==> config.mk <==
export PLATFORM = sky130hd
export DESIGN_NAME = jtopl_timers_pair
export DESIGN_NICKNAME = d
export VERILOG_FILES = /design/src/rtl/jtopl_timers_pair_pkg.sv /design/src/rtl/jtopl_timers_pair_cnt.sv /design/src/rtl/jtopl_timers_pair.sv
export SDC_FILE = /design/constraint.sdc
export NUM_CORES = 1
export LEC_CHECK = 0
export ABC_CLOCK_PERIOD_IN_PS = 7300
export CORE_MARGIN = 4
export CORE_UTILIZATION = 57
export CTS_BUF_LIST = sky130_fd_sc_hd__clkbuf_4 sky130_fd_sc_hd__clkbuf_8 sky130_fd_sc_hd__clkbuf_16
export CTS_CLUSTER_DIAMETER = 30
export CTS_CLUSTER_SIZE = 28
export DETAILED_ROUTE_END_ITERATION = 12
export PLACE_DENSITY = 0.93
export SYNTH_ARGS = -nofsm -noshare
export SYNTH_HDL_FRONTEND = slang
export SYNTH_HIERARCHICAL = 1
export SYNTH_SLANG_ARGS = --single-unit
export TNS_END_PERCENT = 1
==> constraint.sdc <==
create_clock -name clk -period 7.3 [get_ports clk]
set_clock_uncertainty 0.05 [all_clocks]
set_input_delay 1.46 -clock clk [delete_from_list [all_inputs] [get_ports clk]]
set_output_delay 1.46 -clock clk [all_outputs]
set_load 0.03 [all_outputs]
==> src/rtl/jtopl_timers_pair_pkg.sv <==
// Shared constants for the OPL Timer A / Timer B block: default timing
// parameters and the positions of the timer bits in the status byte.
package jtopl_timers_pair_pkg;

    localparam int SLOTS_DEF = 18;
    localparam int PRE_A_DEF = 4;
    localparam int PRE_B_DEF = 16;

    localparam int ST_IRQ_BIT    = 7;
    localparam int ST_FLAG_A_BIT = 6;
    localparam int ST_FLAG_B_BIT = 5;

endpackage

==> src/rtl/jtopl_timers_pair_cnt.sv <==
// One OPL timer: 8-bit up-counter with load-edge reload, overflow reload
// from the live value register, and a maskable, clearable status flag.
module jtopl_timer_cnt (
    input  logic       clk,
    input  logic       rst,
    input  logic       tick,
    input  logic [7:0] value,
    input  logic       load,
    input  logic       mask,
    input  logic       irq_rst,
    output logic       flag,
    output logic       ovf
);

    logic [7:0] cnt;
    logic       load_l;
    logic       load_edge;
    logic       overflow;

    assign load_edge = load & ~load_l;
    // A start edge reloads the counter and suppresses any tick in that cycle.
    assign overflow  = load & ~load_edge & tick & (cnt == 8'hFF);

    always_ff @(posedge clk) begin
        if (rst) begin
            load_l <= 1'b0;
            cnt    <= 8'd0;
            flag   <= 1'b0;
            ovf    <= 1'b0;
        end else begin
            load_l <= load;
            ovf    <= overflow;
            if (load_edge) begin
                cnt <= value;
            end else if (load && tick) begin
                cnt <= overflow ? value : cnt + 8'd1;
            end
            // Overflow beats irq_rst so a coincident event is never lost.
            if (mask) begin
                flag <= 1'b0;
            end else if (overflow) begin
                flag <= 1'b1;
            end else if (irq_rst) begin
                flag <= 1'b0;
            end
        end
    end

endmodule

==> src/rtl/jtopl_timers_pair.sv <==
// Timer A / Timer B pair: derives the sample tick and the two prescaled
// timer ticks from cenop, and combines the timer flags into irq_n.
module jtopl_timers_pair
    import jtopl_timers_pair_pkg::*;
#(
    parameter int SLOTS = SLOTS_DEF,
    parameter int PRE_A = PRE_A_DEF,
    parameter int PRE_B = PRE_B_DEF
) (
    input  logic       clk,
    input  logic       rst,
    input  logic       cenop,
    input  logic [7:0] value_a,
    input  logic [7:0] value_b,
    input  logic       load_a,
    input  logic       load_b,
    input  logic       mask_a,
    input  logic       mask_b,
    input  logic       irq_rst,
    output logic       flag_a,
    output logic       flag_b,
    output logic       irq_n,
    output logic       ovf_a
);

    localparam logic [4:0] SLOT_MAX  = 5'(SLOTS - 1);
    localparam logic [1:0] PRE_A_MAX = 2'(PRE_A - 1);
    localparam logic [3:0] PRE_B_MAX = 4'(PRE_B - 1);

    logic [4:0] slot;
    logic [1:0] pre_a;
    logic [3:0] pre_b;
    logic       smp_tick;
    logic       tick_a;
    logic       tick_b;
    logic       ovf_b_unused;

    assign smp_tick = cenop & (slot == SLOT_MAX);
    assign tick_a   = smp_tick & (pre_a == PRE_A_MAX);
    assign tick_b   = smp_tick & (pre_b == PRE_B_MAX);

    // Prescalers free-run regardless of the load bits.
    always_ff @(posedge clk) begin
        if (rst) begin
            slot  <= 5'd0;
            pre_a <= 2'd0;
            pre_b <= 4'd0;
        end else if (cenop) begin
            slot <= (slot == SLOT_MAX) ? 5'd0 : slot + 5'd1;
            if (smp_tick) begin
                pre_a <= tick_a ? 2'd0 : pre_a + 2'd1;
                pre_b <= tick_b ? 4'd0 : pre_b + 4'd1;
            end
        end
    end

    jtopl_timer_cnt u_timer_a (
        .clk     (clk),
        .rst     (rst),
        .tick    (tick_a),
        .value   (value_a),
        .load    (load_a),
        .mask    (mask_a),
        .irq_rst (irq_rst),
        .flag    (flag_a),
        .ovf     (ovf_a)
    );

    jtopl_timer_cnt u_timer_b (
        .clk     (clk),
        .rst     (rst),
        .tick    (tick_b),
        .value   (value_b),
        .load    (load_b),
        .mask    (mask_b),
        .irq_rst (irq_rst),
        .flag    (flag_b),
        .ovf     (ovf_b_unused)
    );

    assign irq_n = ~(flag_a | flag_b);

endmodule

==> metrics.log <==
INFO  metric grt_first_pass_wirelength = 6720 um
INFO  metric fin_crit_sh = 52.52%
INFO  metric cp_num_buf_inv = 2
INFO  metric drtPass1Iterations = 4
INFO  metric post_drt_wl_per_cell = 13.63 um
INFO  metric crit_start = cenop
INFO  metric post-route-drc-count = 0
INFO  metric slew_headroom = 70.75%
INFO  metric max-vdd-ir-drop = 0.1240 mV
INFO  metric io-pin-count = 28
INFO  metric min_delay_worst_type = reg2reg
INFO  metric hold_ws = 0.4435 ns
INFO  metric synthToLayoutAreaGrowth = 21.12%
INFO  metric worstReg2RegEnd = u_timer_b/cnt[3]
INFO  metric worst_ep_required_time = 7.50 ns
INFO  metric fillers = 242
INFO  metric core = 0.003053 mm2
INFO  metric post_synth.cell_area_avg = 8.592 um2
INFO  metric dpl_worst_slack = 3.149 ns
INFO  metric p_leak = 0.7343 nW
INFO  metric path_type_of_the_worst_setup_path = in2reg
INFO  metric grt_usage = 20.23%
INFO  metric path_max_fanout = 12
INFO  metric post_synth_inst_count = 211
INFO  metric commonest_cells_after_routing_fill_and_taps_aside = sky130_fd_sc_hd__dfxtp_1 (32), sky130_fd_sc_hd__clkdlybuf4s50_1 (27), sky130_fd_sc_hd__nand3_1 (18)
INFO  metric drive_gt1_share = 8.750%
INFO  metric syn_nets = 241
INFO  metric hold_buffers = 0
INFO  metric finalSetupViolations = 0
INFO  metric pin_count_of_the_biggest_net_entering_global_routing = 35
INFO  metric syn-cell-area = 0.001813 mm2
INFO  metric insertion_delay = 0.32 ns
INFO  metric cp.arrival = 4.04 ns
INFO  metric yosysWarningCount = 6
INFO  metric finalWorstPathRequiredPeriod = 3.834 ns
INFO  metric placement.io_buffers = 27
INFO  metric mostFrequentLayoutCell = sky130_fd_sc_hd__dfxtp_1
INFO  metric grt_pass1_vias = 1,571
INFO  metric slowest_stage = sky130_fd_sc_hd__clkdlybuf4s50_1
INFO  metric largest_incremental_delay_on_the_critical_path = 0.67 ns
INFO  metric post_drt_via_cell_ratio = 6.011
INFO  metric r2r_start = slot[0]
INFO  metric cts.htree.levels = 2
INFO  metric placementRows = 20
INFO  metric clk_root_buffer_cell = sky130_fd_sc_hd__clkbuf_4
INFO  metric finalMaxSlewViolations = 0
INFO  metric pwr_cell_area = 171.9 mW/mm2
INFO  metric rsz0062_at_grt = false
INFO  metric post-cts-setup-buffer-count = 0
INFO  metric detail_route.wirelength = 3872 um
INFO  metric multi_input_logic_area = 0.001116 mm2
INFO  metric dpl.hpwl = 2903 um
INFO  metric max_cap_violations = 0
INFO  metric initial_core_util = 59.39%
INFO  metric setup.worst_path.end = u_timer_b/cnt[3]
INFO  metric report.final.hold_viol_count = 0
INFO  metric nature_of_the_critical_path_endpoint = flip-flop
INFO  metric design.die.area = 0.004147 mm2
INFO  metric r2r_slack = 4.54 ns
INFO  metric die_height = 64.40 um
INFO  metric route.antenna.remaining_nets = 0
INFO  metric gpl.final_weighted_congestion = 0.8439
INFO  metric tritoncts_sink_count = 32
INFO  metric cts_buffer_depth = 2
INFO  metric critical_path_stages = 8
INFO  metric max_freq = 260.8 MHz
INFO  metric clk_transition_reported_paths = 0.09 ns
INFO  metric dr.first_iter.drc_count = 203
INFO  metric tightestPinTransition = 0.4387 ns
INFO  metric timing.final.ws_setup = 3.466 ns
INFO  metric antenna_cells = 0
INFO  metric grt_overflow_total = 0
INFO  metric routed-via-count = 1,707
INFO  metric cts_resized = 0
INFO  metric finalSetupTns = 0 ns
INFO  metric die_w = 64.40 um
INFO  metric area.sequential = 640.6 um2
INFO  metric antenna_violations_before_repair = 0
INFO  metric cp_top_family = simple AND/OR/NAND/NOR gates
INFO  metric total_power = 377.5 uW
INFO  metric tritoncts_clock_tree = built
INFO  metric status = completed
INFO  metric numCtsBuffers = 5
INFO  metric worst-r2r-cell-count = 8
INFO  metric worstPathCellList = clkdlybuf4s50_1 > inv_1 > nor2_1 > and4_1 > nand2b_1 > nand2_1 > or4_1 > a31oi_1
INFO  metric layout_nets = 269
INFO  metric critical_path.startpoint_type = input pin
[report_power, final]
part	total, mW	switching (mW)	internal, mW	leakage [nW]
registers	0.194	0.0118	0.183	0.262
logic	0.0502	0.0237	0.0265	0.427
clock network	0.133	0.0574	0.0755	0.0456
total	0.378	0.0928	0.285	0.734
[state kept, by name, indices dropped and copies added (netlist names)]
register,flops
u_timer_a/flag,1
u_timer_a/load_l,1
pre_a,2
u_timer_b/load_l,1
u_timer_a/ovf,1
u_timer_a/cnt,8
u_timer_b/cnt,8
u_timer_b/flag,1
slot,5
pre_b,4
[cell type report]
cell class                      instances  share of cell area (%)
Clock inverter                          2                   1.595
Sequential cell                        32                   29.17
Inverter                                7                   1.197
Clock buffer                            6                   2.051
Tap cell                               44                   2.507
Multi-Input combinational cell        165                   50.83
Timing Repair Buffer                   28                   12.65
[routing by layer]
metal,track usage [%],part of all wire (%),vias up
li1,-,-,865
met1,25.79,46,794
met2,32.47,48,42
met3,5.448,4.9,6
met4,7.652,1.2,0
met5,0,0,-
[how the worst min path moves through the flow]
stage	start	endpoint	slack [ns]	cells after the start
after floorplan	pre_a[1]	pre_a[1]	0.41	2
after global placement	pre_a[1]	pre_a[1]	0.43	2
after detailed placement	pre_a[1]	pre_a[1]	0.42	2
after CTS	pre_a[1]	pre_a[1]	0.44	2
after global routing	pre_a[1]	pre_a[1]	0.46	2
final	pre_a[1]	pre_a[1]	0.44	2
[stage by stage]
stage	instances	cell area (um2)	util, %
after floorplan	211	1813	-
after global placement	276	2116	69.30
after detailed placement	276	2116	69.30
after CTS	284	2196	71.93
after global routing	284	2196	71.93
final	284	2196	71.93
[worst register-to-register path: cells and delay by family, from the launching register on]
family          cells  cell delay (ns)
compound gates      1             0.16
fa+ha+maj           1             0.19
flops               1             0.41
simple gates        6             1.89
Power figures use the tool's default switching activity.
